--- config.mk ---
export PLATFORM = sky130hd
export DESIGN_NAME = fifo_serial_tx
export DESIGN_NICKNAME = d
export VERILOG_FILES = /design/src/rtl/fifo_serial_tx_pkg.sv /design/src/rtl/fifo_tx_baud_tick.sv /design/src/rtl/fifo_serial_tx.sv
export SDC_FILE = /design/constraint.sdc
export NUM_CORES = 1
export LEC_CHECK = 0
export BUFFER_PORTS_ARGS = -buffer_cell sky130_fd_sc_hd__buf_4
export CAP_MARGIN = 5
export CORE_UTILIZATION = 35
export CTS_CLUSTER_SIZE = 24
export DETAILED_ROUTE_END_ITERATION = 8
export PLACE_DENSITY = 0.53
export RECOVER_POWER = 100
export SYNTH_ARGS = -nofsm -noshare
export SYNTH_HDL_FRONTEND = slang
export SYNTH_SLANG_ARGS = --single-unit
--- constraint.sdc ---
create_clock -name clk -period 2.85 [get_ports clk]
set_input_delay 0.57 -clock clk [delete_from_list [all_inputs] [get_ports clk]]
set_output_delay 0.57 -clock clk [all_outputs]
set_load 0.02 [all_outputs]
--- src/rtl/fifo_serial_tx_pkg.sv ---
// Shared definitions for the FIFO serial transmitter: state encoding,
// default baud divisor and a constant-width helper.
package fifo_serial_tx_pkg;

  localparam int DEFAULT_CLKS_PER_BIT = 16;

  typedef enum logic [2:0] {
    IDLE   = 3'd0,
    START  = 3'd1,
    DATA   = 3'd2,
    PARITY = 3'd3,
    STOP   = 3'd4
  } txState_t;

  function automatic int clog2(input int value);
    int width;
    width = 0;
    for (int i = 0; i < 31; i++) begin
      if ((1 << i) < value) width = i + 1;
    end
    return width;
  endfunction

endpackage

--- src/rtl/fifo_tx_baud_tick.sv ---
// Per-bit clock counter: counts 0..CLKS_PER_BIT-1, wraps, and flags the
// last clock of each serial bit with bitEnd.
module fifo_tx_baud_tick
  import fifo_serial_tx_pkg::*;
#(
  parameter int CLKS_PER_BIT = DEFAULT_CLKS_PER_BIT,
  localparam int CW = clog2(CLKS_PER_BIT)
) (
  input  logic          clk,
  input  logic          rst,
  input  logic          clear,
  output logic [CW-1:0] clkCnt,
  output logic          bitEnd
);

  assign bitEnd = (clkCnt == CW'(CLKS_PER_BIT - 1));

  always_ff @(posedge clk or negedge rst) begin
    if (!rst) begin
      clkCnt <= '0;
    end else if (clear || bitEnd) begin
      clkCnt <= '0;
    end else begin
      clkCnt <= clkCnt + CW'(1);
    end
  end

endmodule

--- src/rtl/fifo_serial_tx.sv ---
// Drains a first-word-fall-through FIFO onto a UART-style line, LSB first.
// Define FIFO_TX_PARITY_EN to insert an even-parity bit before the stop bit.
module fifo_serial_tx
  import fifo_serial_tx_pkg::*;
#(
  parameter int BITWIDTH     = 5,
  parameter int CLKS_PER_BIT = DEFAULT_CLKS_PER_BIT,
  localparam int CW  = clog2(CLKS_PER_BIT),
  localparam int BCW = (BITWIDTH > 1) ? clog2(BITWIDTH) : 1
) (
  input  logic                clk,
  input  logic                rst,
  input  logic                fifoEmpty,
  input  logic [BITWIDTH-1:0] fifoDout,
  output logic                fifoREn,
  output logic                txd,
  output logic                busy,
  output logic                frameDone
);

  txState_t            state;
  logic [BITWIDTH-1:0] shiftReg;
  logic [BITWIDTH-1:0] shiftNext;
  logic [BCW-1:0]      bitCnt;
  logic [CW-1:0]       clkCnt;
  logic                bitEnd;
  logic                popNow;
  logic                lastBit;
  logic                preEnd;
`ifdef FIFO_TX_PARITY_EN
  logic                parityBit;
`endif

  fifo_tx_baud_tick #(
    .CLKS_PER_BIT(CLKS_PER_BIT)
  ) baudTick (
    .clk    (clk),
    .rst    (rst),
    .clear  (state == IDLE),
    .clkCnt (clkCnt),
    .bitEnd (bitEnd)
  );

  // Pop only from IDLE or on the final stop clock, and never while empty.
  assign popNow    = rst && !fifoEmpty &&
                     ((state == IDLE) || ((state == STOP) && bitEnd));
  assign fifoREn   = popNow;
  assign busy      = (state != IDLE);
  assign lastBit   = (bitCnt == BCW'(BITWIDTH - 1));
  assign preEnd    = (clkCnt == CW'(CLKS_PER_BIT - 2));
  assign shiftNext = shiftReg >> 1;

  always_ff @(posedge clk or negedge rst) begin
    if (!rst) begin
      state     <= IDLE;
      shiftReg  <= '0;
      bitCnt    <= '0;
      txd       <= 1'b1;
      frameDone <= 1'b0;
`ifdef FIFO_TX_PARITY_EN
      parityBit <= 1'b0;
`endif
    end else begin
      // Registered one clock early so the pulse lands on the last stop clock.
      frameDone <= (state == STOP) && preEnd;
      if (popNow) begin
        shiftReg  <= fifoDout;
        bitCnt    <= '0;
        txd       <= 1'b0;
        state     <= START;
`ifdef FIFO_TX_PARITY_EN
        parityBit <= ^fifoDout;
`endif
      end else begin
        case (state)
          IDLE: begin
            txd <= 1'b1;
          end
          START: begin
            if (bitEnd) begin
              state <= DATA;
              txd   <= shiftReg[0];
            end
          end
          DATA: begin
            if (bitEnd) begin
              shiftReg <= shiftNext;
              bitCnt   <= bitCnt + BCW'(1);
              if (lastBit) begin
`ifdef FIFO_TX_PARITY_EN
                state <= PARITY;
                txd   <= parityBit;
`else
                state <= STOP;
                txd   <= 1'b1;
`endif
              end else begin
                txd <= shiftNext[0];
              end
            end
          end
`ifdef FIFO_TX_PARITY_EN
          PARITY: begin
            if (bitEnd) begin
              state <= STOP;
              txd   <= 1'b1;
            end
          end
`endif
          STOP: begin
            if (bitEnd) begin
              state <= IDLE;
              txd   <= 1'b1;
            end
          end
          default: begin
            state <= IDLE;
            txd   <= 1'b1;
          end
        endcase
      end
    end
  end

endmodule
Word-level counts from Yosys, hierarchy flattened

Index checks and enable logic that the tools add are counted.

Register bits after elaboration: 17
Bits of input ports: 8
Output and inout bits: 4
Logic and storage cells: 52

Add/subtract/negate cells: 2
Equal/unequal tests: 11
Multiplexer cells: 19
Reductions and logical operators: 14

Operator list:

| cell                                                             | count |
|---|---|
| 3-bit two-way mux                                                | 8 |
| 5-bit two-way mux                                                | 3 |
| 3-bit case mux with 4 select lines                               | 1 |
| 3-bit by 2-bit != test with 1-bit output (second input constant) | 3 |
| 4-bit == test (second input constant)                            | 2 |
| 3-bit == test (second input constant)                            | 2 |
| 1-bit two-way mux                                                | 5 |
| 5-bit AND reduction                                              | 1 |
| 4-bit by 1-bit adder with 4-bit output (second input constant)   | 1 |
| 1-bit logical AND                                                | 4 |
| 4-bit two-way mux                                                | 1 |
| 2-bit nonzero test                                               | 2 |
| 3-bit by 1-bit adder with 3-bit output (second input constant)   | 1 |
| 3-bit by 1-bit == test with 1-bit output (second input constant) | 1 |
| 3-bit by 2-bit == test with 1-bit output (second input constant) | 1 |
| 3-bit logical NOT                                                | 1 |
| 3-bit != test (second input constant)                            | 1 |
| 1-bit case mux with 3 select lines                               | 1 |
| 3-bit AND reduction                                              | 1 |
| 3-bit nonzero test                                               | 1 |
| 1-bit logical OR                                                 | 2 |
| 2-bit != test (second input constant)                            | 1 |
| 2-bit AND reduction                                              | 1 |
| 1-bit logical NOT                                                | 1 |

Logic depth before layout (Yosys ltp)

Gate-level depths: netlist of the first run.

Depth in word-level cells: 6
Depth in mapped cells: 5
Depth with buffers taken out: 5

Hierarchy

A second synthesis of the first run with hierarchy kept.

Cells, all modules: 90
Area, all modules: 929.6 um2

By module, submodules not included:

| module            | instances | cells each | area each (um2) |
|---|---|---|---|
| fifo_serial_tx    | 1         | 77         | 758.2 |
| fifo_tx_baud_tick | 1         | 13         | 171.4 |

Worst setup path after synthesis of the first run

OpenSTA, ideal clock, no wires.

Kind: input to output
Start point: input port fifoEmpty
End point: output port fifoREn
Data arrival time: 1.295 ns
Data required time: 2.280 ns
Path slack: 0.985 ns
Stages on the path: 3
Cells stage by stage: nor4b_2 -> o21ai_1 -> inv_1

Word-level cells in the longest chain between the ends: 3

RTL lines:

| element                        | line                 | source |
|---|---|---|
| start, declared                | fifo_serial_tx.sv:13 | `input logic fifoEmpty,` |
| 1-bit logical NOT              | fifo_serial_tx.sv:45 | `assign popNow = rst && !fifoEmpty &&` |
| 1-bit logical AND (2 in a row) | fifo_serial_tx.sv:45 |  |
| end, declared                  | fifo_serial_tx.sv:15 | `output logic fifoREn,` |

Every way passes these cells.

Final worst setup path of the first run

Start point: register baudTick.clkCnt[0]
End point: output port fifoREn

Word-level cells in the longest chain between the ends: 4

RTL lines:

| element                | line                    | source |
|---|---|---|
| start, declared        | fifo_tx_baud_tick.sv:12 | `output logic [CW-1:0] clkCnt,` |
| start signal, assigned | fifo_tx_baud_tick.sv:24 | `clkCnt <= clkCnt + CW'(1);` |
| 4-bit == test          | fifo_tx_baud_tick.sv:16 | `assign bitEnd = (clkCnt == CW'(CLKS_PER_BIT - 1));` |
| 1-bit logical AND      | fifo_serial_tx.sv:46    | `((state == IDLE) \|\| ((state == STOP) && bitEnd));` |
| 1-bit logical OR       | fifo_serial_tx.sv:46    |  |
| 1-bit logical AND      | fifo_serial_tx.sv:45    |  |

Every way passes these cells.

==> flow_summary_export.csv, run 1 <==
group,metric,value,unit
place,dp.final_hpwl,1.40,mm
synth,syn-num-nets,110,
worst_hold_path,min_delay_path_depth,1,
sta,final_max_slew_viol_count,0,
cts,cts_setup_buffers,0,
floorplanning,num_rows,18,
global_routing,grt_max_degree,19,
cts,clk_pin_slew_worst_paths,100,ps
synth,synth_sequential_area_ratio,46.1,%
worst_hold_path,worst_hold_path_type,"flop to flop",
setup_path,critPathCaptureType,"primary output",
layout,area_delta_synth_final,12.3,%
setup_path,timing.critical_path.cells,"ha_1, and3_1, o21ai_1, inv_1, buf_4",
floorplanning,boundaryPins,12,
synth,yosys.cell_count.top_type,"sky130_fd_sc_hd__dfrtp_1",
detailed_routing,ant_nets,0,
synth,asyncSetResetFlopFracSynth,100,%
power,share_clk_of_total_power,15.4,%
synth,synth_top_area_share,43.2,%
power,p_sw,0.307,mW
detailed_routing,routed_wirelength,1.93,mm
setup_path,worst_ep_arrival_time,1980,ps
cts,post_cts_resized,0,
floorplanning,start_util,37.4,%
cts,clock_tree.buffer_depth,2,
setup_path,crit_family,"flip-flops",
sta,final_min_period_over_clock_period,89.5,%
sta,timing.slew.headroom,38.4,%
global_routing,grt_antenna_before_repair,0,
layout,final-instance-count-excl-fill,139,
synth,post_synth_most_frequent_cells,"sky130_fd_sc_hd__dfrtp_1 (16), sky130_fd_sc_hd__nand3_1 (10), sky130_fd_sc_hd__o21ai_0 (9), sky130_fd_sc_hd__inv_1 (7), sky130_fd_sc_hd__nor2_1 (7)",
sta,timing.hold.ws,488,ps
power,powerDensity,793,nW/µm²
setup_path,timing.reg2reg.setup_slack,850,ps
setup_path,ff2ff_path_depth,5,
run_status,run_status,"finished, final reports clean",
cts,cts.htree.levels,1,
detailed_routing,detail_route.first_pass.iterations,4,
layout,diodes,0,
floorplanning,chipWidth,53.4,µm
synth,synthesis.instances,98,
sta,setup_total_negative_slack,0,ps
synth,synth.area.top_cells,"sky130_fd_sc_hd__dfrtp_1 (43%), sky130_fd_sc_hd__ha_1 (5.4%), sky130_fd_sc_hd__nand3_1 (5.4%)",
cts,clkLatencyLatePin,290,ps
cts,clock_tree_from_tritoncts,"done",
synth,syn_avg_cell_area,9.45,µm²
layout,post_route_cells_drive_above_1_share,11.0,%
flow_run,maxCapViolations,0,
detailed_routing,dr_total_vias,775,
place,dpl.cell_count,135,
setup_path,crit_path_start_kind,"flop",
floorplanning,vertical_extent_of_the_die,53.4,µm
power,total_power,0.825,mW
setup_path,critical_path.max_stage_delay,420,ps
synth,ys.flop_type,"sky130_fd_sc_hd__dfrtp_1",
setup_path,critical_path_cell_count,5,
synth,synth_warnings,0,
power,ir_drop,0.479,mV
sta,max_freq,392,MHz
setup_path,critPathRequiredTime,2280,ps
setup_path,path_max_fanout,12,
sta,finalClockSkew,4.99,ps
synth,synth_enable_flop_cells,0,
setup_path,cp.buffers_inverters,2,
detailed_routing,drc_errors,0,
setup_path,critPathKind,"flop to primary output",
power,power.static_leakage,0.412,nW
power,seqPwrFrac,51.7,%
cts,cts_sinks,17,
global_routing,global_route_wire_length_before_repair,3.06,mm
sta,final_hold_viol_count,0,
cts,clock-root-buffer,"sky130_fd_sc_hd__clkbuf_4",
cts,tritoncts.num_buffers,3,
floorplanning,core,2480,µm²
setup_path,slowest_stage,"sky130_fd_sc_hd__dfrtp_1",
cts,ctsHoldBuffers,0,
layout,finalNetCount,122,
place,place.gp.congestion,0.836,
detailed_routing,dr_iter_0_viols,20,
place,place.port_buffers,11,
detailed_routing,routed_wire_length_per_instance,13.9,µm
synth,post_synth_instance_area,926,µm²
synth,netlist-cell-type-count,32,
synth,synth-seq-cells,17,
detailed_routing,via_per_inst,5.58,
global_routing,groute.usage.overall,15.3,%
synth,yosysTopAreaCell,"sky130_fd_sc_hd__dfrtp_1",
power,portion_of_total_power_attributed_to_combinational_logic,32.9,%
sta,timing.final.crit_period,2550,ps
power,sw_frac_of_total,37.2,%
power,cell_internal_pwr,0.518,mW
floorplanning,fp.dieArea,2860,µm²
sta,setup_violations,0,
sta,pin_slew_with_the_least_headroom_to_its_limit,924,ps
global_routing,grt_overflow,0,
sta,rsz0062_at_grt,"no",
global_routing,first_global_vias,657,
## worst register-to-register path, delay by kind of cell (launching register included)
family	cells	cell delay, ps
AO/OA/AOI/OAI	2	710
buffers and inverters	1	190
adder cells (fa/ha/maj)	1	250
flip-flops	1	420
AND/OR/NAND/NOR	1	330
## state kept, by name, indices dropped and copies added (netlist names)
signal           flops
baudTick.clkCnt      4
state                3
shiftReg             5
txd                  1
frameDone            1
bitCnt               3
## power by group through the flow
stage	sequential, mW	combinational [mW]	clock [mW]
floorplan	0.411	0.211	0
global placement	0.432	0.282	0
detailed placement	0.433	0.285	0
CTS	0.428	0.285	0.131
global route	0.445	0.312	0.140
finish	0.427	0.272	0.127
## layout make-up
type,count,area [µm²]
inverters,7,26.3
clock buffers,4,26.3
well taps,30,37.5
multi-input cells,68,444
fillers,263,1440
flip-flops and latches,17,427
repair buffers,13,78.8
## metrics by stage
step / setup WS (ps) / util, % / area, µm²
floorplan: 985 / - / 926
global placement: 629 / 41.7 / 1030
detailed placement: 585 / 41.7 / 1030
CTS: 297 / 42.7 / 1060
global route: 154 / 42.0 / 1040
finish: 300 / 42.0 / 1040
## layer usage
metal  GRT usage [%]  vias to the layer above  part of all wire, %
met4            6.58                        0                 0.93
li1                -                      384                    -
met1            22.2                      377                   49
met2            21.9                       12                   48
met5               0                        -                    0
met3            2.59                        2                  2.6
## placed cells by master, fill, tap and decap left out, types with 2 or more instances in the layout
cell type | synthesis | routed
sky130_fd_sc_hd__dfrtp_1 | 16 | 16
sky130_fd_sc_hd__nand3_1 | 10 | 10
sky130_fd_sc_hd__o21ai_0 | 9 | 9
sky130_fd_sc_hd__buf_4 | 1 | 8
sky130_fd_sc_hd__inv_1 | 7 | 7
sky130_fd_sc_hd__nor2_1 | 7 | 7
sky130_fd_sc_hd__a21oi_1 | 6 | 6
sky130_fd_sc_hd__clkbuf_1 | 3 | 6
sky130_fd_sc_hd__ha_1 | 4 | 4
sky130_fd_sc_hd__a211oi_1 | 3 | 3
sky130_fd_sc_hd__a31oi_1 | 3 | 3
sky130_fd_sc_hd__o211ai_1 | 3 | 3
sky130_fd_sc_hd__clkbuf_4 | 0 | 3
sky130_fd_sc_hd__nor3_1 | 2 | 2
sky130_fd_sc_hd__nand2_1 | 2 | 2
sky130_fd_sc_hd__xor2_1 | 2 | 2
sky130_fd_sc_hd__nor3b_1 | 2 | 2
sky130_fd_sc_hd__or4_1 | 2 | 2
## cell families (layout without fill, tap and decap cells)
logic type,count (synthesis),after routing,share of synthesized area [%]
xor gates and xnor gates,3,3,2.84
DFF,17,17,46.1
buffers and inverters,13,24,5.95
adders and majority gates,4,4,5.41
and+or+nand+nor,31,31,19.3
AOI/OAI and AO/OA,30,30,20.4
## final timing paths
check                              startpoint                 end
min in group asynchronous                 rst           frameDone
min reg2reg                baudTick.clkCnt[0]  baudTick.clkCnt[0]
max in group asynchronous                 rst         shiftReg[2]
max reg2reg                baudTick.clkCnt[0]                 txd
max                        baudTick.clkCnt[0]             fifoREn
min                        baudTick.clkCnt[0]  baudTick.clkCnt[0]
Note: power is estimated with default switching activity, not from simulation.
==> inputs of run 2 (changes only) <==
Settings changed: CORE_MARGIN set to 2.
==> flow_summary_export.csv, run 2 (synthesis results as in run 1) <==
group,metric,value,unit
detailed_routing,detail_route.first_pass.iterations,4,
floorplanning,fp.dieArea,3070,µm²
setup_path,critical_path.max_stage_delay,540,ps
global_routing,first_global_vias,699,
worst_hold_path,worst_hold_path_type,"flop to flop",
floorplanning,core,2500,µm²
worst_hold_path,hp-start,"baudTick.clkCnt[0]",
layout,layout.cells.most_common_list,"sky130_fd_sc_hd__dfrtp_1 (16), sky130_fd_sc_hd__nand3_1 (10), sky130_fd_sc_hd__o21ai_0 (9)",
layout,post_route_cells_drive_above_1_share,10.9,%
layout,reg.largest.list,"shiftReg x5, baudTick.clkCnt x4",
floorplanning,vertical_extent_of_the_die,55.4,µm
cts,ctsHoldBuffers,0,
detailed_routing,routed_wire_length_per_instance,13.9,µm
setup_path,critPathRequiredTime,2280,ps
layout,area_delta_synth_final,12.3,%
cts,clock_tree.buffer_depth,2,
layout,largest_register,"shiftReg",
layout,fillers,252,
cts,tritoncts.num_buffers,3,
cts,clock_tree_from_tritoncts,"done",
global_routing,global_route_wire_length_before_repair,3.22,mm
cts,clock-root-buffer,"sky130_fd_sc_hd__clkbuf_4",
setup_path,critPathCaptureType,"primary output",
sta,timing.slew.headroom,38.3,%
worst_hold_path,min_delay_path_depth,1,
global_routing,grt_overflow,0,
setup_path,path_max_fanout,13,
layout,layout.cells.most_common,"sky130_fd_sc_hd__dfrtp_1",
sta,setup_total_negative_slack,0,ps
floorplanning,boundaryPins,12,
setup_path,ff2ff_path_depth,5,
sta,final_min_period_over_clock_period,90.2,%
setup_path,worst_r2r_startpoint,"baudTick.clkCnt[0]",
global_routing,grt_max_degree,19,
flow_run,maxCapViolations,0,
power,ir_drop,0.467,mV
power,powerDensity,794,nW/µm²
setup_path,timing.reg2reg.setup_slack,880,ps
sta,rsz0062_at_grt,"no",
place,place.port_buffers,11,
sta,timing.final.crit_period,2570,ps
cts,cts_sinks,17,
global_routing,grt_antenna_before_repair,0,
cts,cts.htree.levels,1,
setup_path,timing.critical_path.cells,"nor4b_2, o21ai_1, inv_1, clkbuf_1",
cts,post_cts_resized,0,
setup_path,setup.worst_path.end,"fifoREn",
floorplanning,chipWidth,55.4,µm
power,power.static_leakage,0.409,nW
global_routing,groute.usage.overall,13.2,%
place,dp.final_hpwl,1.41,mm
layout,flip_flop_count_of_the_largest_register_after_layout,5,
sta,final_hold_viol_count,0,
setup_path,crit_path_start_kind,"flop",
sta,timing.hold.ws,487,ps
sta,finalClockSkew,1.94,ps
cts,clkLatencyLatePin,290,ps
run_status,run_status,"finished, final reports clean",
layout,finalNetCount,123,
detailed_routing,via_per_inst,5.58,
cts,cts_setup_buffers,0,
sta,final_max_slew_viol_count,0,
setup_path,critical_path.reg2reg.endpoint,"txd",
sta,setup_violations,0,
detailed_routing,dr_total_vias,781,
place,place.gp.congestion,0.816,
detailed_routing,dr_iter_0_viols,10,
detailed_routing,drc_errors,0,
cts,clk_pin_slew_worst_paths,90,ps
sta,max_freq,389,MHz
detailed_routing,ant_nets,0,
sta,pin_slew_with_the_least_headroom_to_its_limit,925,ps
setup_path,critical_path_start,"state[0]",
setup_path,critPathKind,"flop to primary output",
setup_path,slowest_stage,"sky130_fd_sc_hd__dfrtp_1",
floorplanning,start_util,37.0,%
floorplanning,num_rows,18,
setup_path,worst_ep_arrival_time,2000,ps
detailed_routing,routed_wirelength,1.94,mm
layout,diodes,0,
## run 2: per-stage QoR
step	cells	util (%)	setup WS, ps	cell area [µm²]	total power, mW
floorplan	98	-	985	926	0.622
global placement	136	41.6	627	1040	0.721
detailed placement	136	41.6	589	1040	0.725
CTS	140	42.6	339	1070	0.852
global route	140	41.6	104	1040	0.898
finish	140	41.6	280	1040	0.826
## run 2: area by class of cell
cell class | count | area (µm²) | area share [%]
sequential | 17 | 427 | 41.0
inverter | 7 | 26.3 | 2.53
tap | 30 | 37.5 | 3.61
clock buffer | 4 | 26.3 | 2.53
multi-input combinational | 68 | 444 | 42.7
timing repair buffer | 14 | 78.8 | 7.58
## run 2: power by group
group | switching [mW] | internal (mW)
Sequential | 0.0880 | 0.342
Combinational | 0.149 | 0.120
Clock | 0.0732 | 0.0546
## run 2: per-layer routing
| metal | track usage [%] | wire (µm) | up-vias |
|---|---|---|---|
| li1 | - | - | 387 |
| met1 | 19.1 | 936 | 371 |
| met2 | 18.4 | 876 | 18 |
| met3 | 3.28 | 86 | 5 |
| met4 | 6.27 | 42 | 0 |
| met5 | 0 | 0 | - |
## run 2: how the worst min path moves through the flow
stage                              end  slack [ps]
global placement    baudTick.clkCnt[0]         470
detailed placement  baudTick.clkCnt[0]         480
global route        baudTick.clkCnt[0]         510
CTS                        shiftReg[0]         220
floorplan           baudTick.clkCnt[0]         270
finish              baudTick.clkCnt[0]         490
## run 2: worst max-delay path: cells and delay by family (launching register included)
kind                   cells  cell delay (ps)
AO/OA/AOI/OAI              1              210
buffers and inverters      2              500
flip-flops                 1              540
AND/OR/NAND/NOR            1              460
==> inputs of run 3 (changes only) <==
Settings changed: GPL_TIMING_DRIVEN set to 0, PLACE_DENSITY 0.53 to 0.55.
Clock period 2.85 ns to 2.24 ns, I/O delays scaled along.
==> flow_summary_export.csv, run 3 (synthesis results as in run 1) <==
group,metric,value,unit
run_status,run_status,"finished, final reports clean",
power,powerDensity,990,nW/µm²
place,place.port_buffers,11,
sta,final_hold_viol_count,0,
detailed_routing,dr_total_vias,808,
cts,cts_sinks,17,
setup_path,crit_family,"flip-flops",
cts,clock_tree_from_tritoncts,"done",
worst_hold_path,worst_hold_path_type,"primary input to asynchronous set/reset pin",
cts,cts.htree.levels,1,
sta,layout_setup_ws,106,ps
sta,timing.slew.headroom,53.6,%
detailed_routing,top_signal_layer_used,"met4",
layout,post_route_cells_drive_above_1_share,16.8,%
sta,setup_violations,0,
floorplanning,chipWidth,55.4,µm
setup_path,cp.buffers_inverters,2,
setup_path,critPathKind,"flop to primary output",
setup_path,timing.critical_path.cells,"ha_1, and3_1, o21ai_2, inv_2, buf_4",
detailed_routing,routed_wirelength,2.05,mm
detailed_routing,routed_wire_length_per_instance,14.4,µm
place,dp.final_hpwl,1.46,mm
sta,finalClockSkew,1.87,ps
floorplanning,boundaryPins,12,
sta,timing.final.crit_period,2130,ps
floorplanning,num_rows,18,
cts,clk_pin_slew_worst_paths,100,ps
global_routing,grt_overflow,0,
global_routing,groute.usage.overall,14.9,%
layout,flip_flop_count_of_the_largest_register_after_layout,5,
setup_path,slowest_stage,"sky130_fd_sc_hd__dfrtp_1",
detailed_routing,dr_iter_0_viols,11,
layout,layout.core_utilization,43.4,%
cts,clkLatencyLatePin,300,ps
global_routing,grt_max_degree,20,
place,dpl.cell_count,139,
setup_path,path_max_fanout,7,
floorplanning,fp.dieArea,3070,µm²
layout,reg.largest.list,"shiftReg x5, baudTick.clkCnt x4",
layout,largest_register,"shiftReg",
detailed_routing,drc_errors,0,
detailed_routing,met3_length,101,µm
cts,cts_setup_buffers,0,
setup_path,crit_path_start_kind,"flop",
power,power.static_leakage,0.426,nW
global_routing,global_route_wire_length_before_repair,3.64,mm
sta,rsz0062_at_grt,"no",
place,place_worst_setup_slack,-10.0,ps
layout,layout.cells.most_common_list,"sky130_fd_sc_hd__dfrtp_1 (16), sky130_fd_sc_hd__nand3_1 (10), sky130_fd_sc_hd__buf_4 (9), sky130_fd_sc_hd__o21ai_0 (9)",
layout,finish.instance_area,1080,µm²
floorplanning,start_util,37.0,%
detailed_routing,ant_nets,0,
sta,final_max_slew_viol_count,0,
setup_path,critical_path.max_stage_delay,420,ps
floorplanning,vertical_extent_of_the_die,55.4,µm
place,post_dp_cell_area,1050,µm²
detailed_routing,met2RoutedLength,887,µm
sta,max_freq,469,MHz
detailed_routing,met1Wirelength,1.02,mm
global_routing,grt_antenna_before_repair,0,
power,total_power,1.07,mW
floorplanning,core,2500,µm²
place,place.gp.congestion,0.730,
cts,tritoncts.num_buffers,3,
sta,pin_slew_with_the_least_headroom_to_its_limit,695,ps
detailed_routing,via_per_inst,5.65,
cts,clock-root-buffer,"sky130_fd_sc_hd__clkbuf_4",
detailed_routing,detail_route.first_pass.iterations,4,
global_routing,first_global_vias,781,
setup_path,worst_ep_arrival_time,1690,ps
layout,final-instance-count-excl-fill,143,
layout,diodes,0,
flow_run,maxCapViolations,0,
layout,area_delta_synth_final,17.2,%
layout,fillers,259,
layout,layout.cells.most_common,"sky130_fd_sc_hd__dfrtp_1",
cts,clock_tree.buffer_depth,2,
power,ir_drop,0.740,mV
layout,finalNetCount,126,
sta,final_min_period_over_clock_period,95.3,%
setup_path,critPathRequiredTime,1790,ps
setup_path,critPathCaptureType,"primary output",
[run 3: through the flow]
stage	hold WS, ps	TNS [ps]
after floorplan	152	0
after global placement	336	-50.2
after detailed placement	331	-10.0
after CTS	7.45	0
after global routing	7.34	0
final	0.482	0
[run 3: per-layer routing]
layer,global-route usage [%],vias up
li1,-,396
met1,21.0,391
met2,21.4,16
met3,3.04,5
met4,7.32,0
met5,0,-
[run 3: path summary, 6_finish.rpt]
check / startpoint / endpoint / slack (ps) / cells past startpoint
max in group asynchronous: rst / txd / 1980 / 1
max reg2reg: baudTick.clkCnt[0] / shiftReg[4] / 460 / 5
min in group clk: fifoDout[0] / shiftReg[0] / 430 / 3
min: rst / state[2] / 0.5 / 1
max: baudTick.clkCnt[0] / fifoREn / 110 / 5
min reg2reg: baudTick.clkCnt[0] / baudTick.clkCnt[0] / 490 / 1
[run 3: repair_timing]
| action | CTS | global route |
|---|---|---|
| gates cloned | 0 | 0 |
| pin swaps | 0 | 1 |
| hold buffers | 0 | 0 |
| setup endpoints to repair | 1 | 1 |
| resized for setup | 4 | 1 |
[run 3: final cells by class]
cell class / instances / area, µm² / area share (%)
multi-input combinational: 68 / 468 / 43.1
clock buffer: 4 / 26.3 / 2.42
tap: 30 / 37.5 / 3.46
buffer: 6 / 28.8 / 2.65
inverter: 7 / 26.3 / 2.42
sequential: 17 / 427 / 39.3
timing repair buffer: 11 / 71.3 / 6.57
[run 3: power breakdown]
part / internal (mW) / switching, mW
Combinational: 0.161 / 0.211
Sequential: 0.435 / 0.0984
Clock: 0.0694 / 0.0999
